[config.mk]
export PLATFORM = sky130hd
export DESIGN_NAME = bit_serializer
export DESIGN_NICKNAME = d
export VERILOG_FILES = /design/src/rtl/bit_serializer.sv
export SDC_FILE = /design/constraint.sdc
export NUM_CORES = 1
export LEC_CHECK = 0
export BUFFER_PORTS_ARGS = -buffer_cell sky130_fd_sc_hd__buf_2
export CAP_MARGIN = 20
export CORE_ASPECT_RATIO = 1.4
export CORE_MARGIN = 1.5
export CORE_UTILIZATION = 37
export CTS_CLUSTER_DIAMETER = 50
export DETAILED_ROUTE_END_ITERATION = 8
export GPL_TIMING_DRIVEN = 0
export PLACE_DENSITY = 0.68
export SETUP_SLACK_MARGIN = 0.3
export SLEW_MARGIN = 20
export SYNTH_ARGS = -nofsm -noshare
export SYNTH_HDL_FRONTEND = slang
export SYNTH_SLANG_ARGS = --single-unit
[constraint.sdc]
create_clock -name clk -period 3.55 [get_ports clk]
set_input_delay 0.1775 -clock clk [delete_from_list [all_inputs] [get_ports clk]]
set_output_delay 0.1775 -clock clk [all_outputs]
set_load 0.005 [all_outputs]
[src/rtl/bit_serializer.sv]
// bit_serializer: parallel-to-serial front end for the bit-serial SHA-256 datapath.
// Generates the shared bit clock (bclk) and bit index (counter), and streams
// words LSB-first on 'out'. Outputs change on the bclk falling-edge event so
// downstream stages can sample them on bclk rising edges.
module bit_serializer #(
    parameter int w_word = 32,
    parameter int div    = 4
) (
    input  logic                      clk,
    input  logic                      rst,
    input  logic                      in_valid,
    input  logic [w_word-1:0]         in_data,
    output logic                      in_ready,
    output logic                      bclk,
    output logic [$clog2(w_word)-1:0] counter,
    output logic                      out,
    output logic                      word_start,
    output logic                      busy
);

    localparam int CW = $clog2(w_word);
    localparam int PW = (div > 2) ? $clog2(div) : 1;

    localparam logic [PW-1:0] PH_LAST  = PW'(div - 1);
    localparam logic [PW-1:0] PH_HALF  = PW'(div / 2);
    localparam logic [CW-1:0] CNT_LAST = CW'(w_word - 1);

    typedef enum logic {
        IDLE  = 1'b0,
        SHIFT = 1'b1
    } state_t;

    state_t              state;
    logic [PW-1:0]       ph;
    logic [PW-1:0]       ph_nxt;
    logic [CW-1:0]       cnt_nxt;
    logic                fall_evt;
    logic                boundary;
    logic                transfer;
    logic                held_valid;
    logic [w_word-1:0]   held_data;
    logic [w_word-1:0]   shreg;

    // Phase bookkeeping: falling-edge event, word boundary and handshake decode
    always_comb begin
        ph_nxt   = (ph == PH_LAST) ? '0 : ph + 1'b1;
        cnt_nxt  = counter + 1'b1;
        fall_evt = (ph == PH_LAST);
        boundary = fall_evt && (counter == CNT_LAST);
        transfer = in_valid && in_ready;
    end

    // The holding register is the only source of back-pressure
    assign in_ready = ~held_valid;

    // Phase counter and registered bit clock (high for the upper half of the phase range)
    always_ff @(posedge clk or posedge rst) begin
        if (rst) begin
            ph   <= '0;
            bclk <= 1'b0;
        end else begin
            ph   <= ph_nxt;
            bclk <= (ph_nxt >= PH_HALF);
        end
    end

    // Free-running bit index; reset value makes the first falling event land on bit 0
    always_ff @(posedge clk or posedge rst) begin
        if (rst) begin
            counter <= CNT_LAST;
        end else if (fall_evt) begin
            counter <= cnt_nxt;
        end
    end

    // Holding-register occupancy; a boundary consumes the word held before that edge
    always_ff @(posedge clk or posedge rst) begin
        if (rst) begin
            held_valid <= 1'b0;
        end else if (boundary && held_valid) begin
            held_valid <= 1'b0;
        end else if (transfer) begin
            held_valid <= 1'b1;
        end
    end

    // Holding-register data; only meaningful while held_valid is set
    always_ff @(posedge clk) begin
        if (transfer) begin
            held_data <= in_data;
        end
    end

    // Word in flight; indexed by the bit counter rather than shifted
    always_ff @(posedge clk) begin
        if (boundary && held_valid) begin
            shreg <= held_data;
        end
    end

    // Serializer FSM: decides at each boundary whether a word streams, then walks its bits
    always_ff @(posedge clk or posedge rst) begin
        if (rst) begin
            state      <= IDLE;
            out        <= 1'b0;
            word_start <= 1'b0;
            busy       <= 1'b0;
        end else begin
            word_start <= 1'b0;
            if (boundary) begin
                if (held_valid) begin
                    state      <= SHIFT;
                    out        <= held_data[0];
                    word_start <= 1'b1;
                    busy       <= 1'b1;
                end else begin
                    state <= IDLE;
                    out   <= 1'b0;
                    busy  <= 1'b0;
                end
            end else if (fall_evt && (state == SHIFT)) begin
                out <= shreg[cnt_nxt];
            end
        end
    end

endmodule

==> results.yml <==
run_status:
  outcome: "finished, final reports clean"
clock_tree:
  cts_buffer_depth: 2
  cts.sinks: 75
  cts_tree: "done"
  hold_buffers: 31
  cts_root_buf: "clkbuf_8"
  htreeDepth: 3
  post_cts_resized: 0
  post_cts.repair.setup_buffers: 0
  cts.reportedPaths.clkPinSlew_ns: 0.07
  cts-buffers-inserted: 9
  worstSkewPairLatency_ns: 0.34
synthesis:
  ys_seq_area_frac: 0.8048
  synth.net_count: 164
  ys_ff_latch: 75
  syn_avg_cell_area_sq_um: 21.73
  syn_area_sq_um: 2738
  synth.distinct_cells: 28
  syn_inst: 126
  synth_warnings: 0
sta:
  fin_ws_ns: 1.419
  rsz0062_at_grt: "false"
  slew_headroom: 0.7371
  finalCriticalPeriod_ns: 2.131
  hold_viol_final: 0
  drv_slew: 0
  tightestPinTransition_ns: 0.3939
  fmax_mhz: 469.3
  skew_ns: 0.006303
  setup_viol: 0
  min_period_over_period: 0.6002
global_route:
  grt_max_degree: 29
  grt_use_met2: 0.2024
  grt_pass1_vias: 1421
  antenna_found_initial: 0
  grt_busiest_layer: "met2"
  grtUsageTotal: 0.1157
  overflow: 0
  grt_util_met1: 0.1105
  met3_usage: 0.03761
  grt_pass1_wl_um: 6313
routing:
  wl_um: 4015
  dr_total_vias: 1374
  viasPerCell: 4.362
  wire_per_inst_um: 12.75
  drtAntennaViolNets: 0
  route.detailed.drc: 0
  dr.pass1.iters: 3
  first_iter_violations: 26
die:
  dieArea_sq_um: 7931
  die-height_um: 104.8
  fp.coreArea_sq_um: 7072
  start_util: 0.3871
  pin_count: 45
  fp.dieW_um: 75.70
  rows: 36
power_and_ir_drop:
  vdd_drop_max_uv: 313.1
  power_density_nw_per_um2: 457.2
  p_leak_nw: 1.370
min_path:
  hp-class: "input port to flip-flop"
placed_design:
  port_buffers: 44
  pre_cts_ws_ns: 1.400
  place_hpwl_um: 2523
  placed_area_sq_um: 3147
  place.gp.congestion: 0.6545
run:
  maxCapViolCount: 0
setup_path:
  cp-endpoint: "shreg[26]"
  worstPathRequired_ns: 3.60
  reg2reg_slack_ns: 1.42
  cp-start-kind: "flip-flop"
  critPathMaxFanout: 27
  r2r-end: "shreg[26]"
  cp.arrival_ns: 2.18
  end_kind: "flip-flop"
  rr_worst_depth: 6
  cp-startpoint: "counter[1]"
  critPathKind: "flip-flop to flip-flop"
  r2r-start: "counter[1]"
final_layout:
  antenna_cells: 0
  fin_nets: 253
  fin_area_sq_um: 3684
  area_delta_synth_final_pct: 34.55
  drive_above_1_share: 0.3500
-- flip-flops by register name (all words and copies together), names as in the netlist --
signal      flops
bclk            1
busy            1
counter         5
held_data      32
held_valid      1
out             1
ph              1
shreg          32
word_start      1
-- Yosys cell counts --
cell type	n	area share
edfxtp_1	64	0.70
mux2i_1	8	0.029
dfrtp_1	6	0.055
mux4_1	6	0.058
dfstp_2	5	0.048
mux2_2	4	0.016
nor2_1	4	0.0055
ha_1	3	0.014
nand2_1	3	0.0041
buf_6	2	0.0082
inv_1	2	0.0027
nand3_1	2	0.0037
xnor2_1	2	0.0064
a21o_1	1	0.0027
a22oi_1	1	0.0027
and3_1	1	0.0023
clkbuf_1	1	0.0014
nand3b_1	1	0.0027
nand4_1	1	0.0023
nor2b_1	1	0.0023
nor3b_1	1	0.0027
o21ai_0	1	0.0018
o21ai_1	1	0.0018
o311ai_1	1	0.0032
or3_1	1	0.0023
xnor2_4	1	0.010
xor2_1	1	0.0032
xor2_2	1	0.0059
-- stage by stage --
step / std cells / hold slack, ns / setup TNS, ns / util / total power, mW
2_1_floorplan: 126 / 0.02636 / 0 / - / 0.9706
3_3_place_gp: 265 / 0.1767 / -2.830 / 0.4351 / 0.9882
3_5_place_dp: 267 / 0.1743 / 0 / 0.4450 / 0.9889
4_1_cts: 314 / 0.0003332 / 0 / 0.5195 / 1.702
5_1_grt: 315 / 0.003915 / 0 / 0.5209 / 1.745
6_report: 315 / 0.02108 / 0 / 0.5209 / 1.684
-- power breakdown --
| part | total [mW] | internal [mW] | leakage (nW) | switching [mW] |
|---|---|---|---|---|
| clock network | 0.687 | 0.394 | 0.113 | 0.293 |
| logic | 0.0482 | 0.0362 | 0.555 | 0.0120 |
| registers | 0.949 | 0.949 | 0.701 | 0.000000000000000149 |
| total | 1.68 | 1.38 | 1.37 | 0.305 |
-- cell type report --
cell class	count	area, sq um
fill	572	3388
sequential	75	2203
clock inverter	7	92.59
clock buffer	9	123.9
tap	95	118.9
buffer	3	26.28
multi-input combinational	46	515.5
timing repair buffer	78	595.6
inverter	2	7.507
-- cells in the final DEF (no fill, tap or decap), types with 2 or more instances in the layout --
cell type,n
mux2i_1,8
nor2_1,3
buf_16,2
inv_1,2
mux4_1,6
nand3_1,2
buf_2,44
nand2_1,3
dfrtp_1,6
buf_6,2
dfstp_2,5
clkbuf_8,9
bufinv_16,2
clkinv_2,3
dlygate4sd3_1,32
mux2_2,4
xnor2_1,2
edfxtp_1,64
ha_1,3
clkinv_4,2
-- critical path: stages, from the launching register on --
cell	delay, ns
dfstp_2	0.57
ha_1	0.23
and3_1	0.18
ha_1	0.18
nand2_1	0.12
nor2_4	0.33
buf_16	0.22
-- kinds of logic after synthesis --
| kind of cell | share of synthesized area |
|---|---|
| xor gates and xnor gates | 0.02560 |
| buffers and inverters | 0.01234 |
| and+or+nand+nor | 0.02789 |
| DFF | 0.8048 |
| AOI/OAI and AO/OA | 0.01234 |
| adders and majority gates | 0.01371 |
| muxes | 0.1033 |
-- worst min-delay path by stage --
stage,cells after the start,start,slack (ns),to
final,1,in_data[9],0.02,held_data[9]
after global routing,1,in_data[9],0.004,held_data[9]
after CTS,1,in_data[28],0.0003,held_data[28]
after detailed placement,2,rst,0.17,busy
after global placement,2,rst,0.18,bclk
after floorplan,1,rst,0.03,bclk
-- per-layer routing --
metal	routed length, um	part of all wire	vias up
met5	0	0	-
met4	121	0.030	0
met1	1467	0.37	642
li1	-	-	680
met2	2251	0.56	42
met3	174	0.043	10
Note: power is estimated with default switching activity, not from simulation.
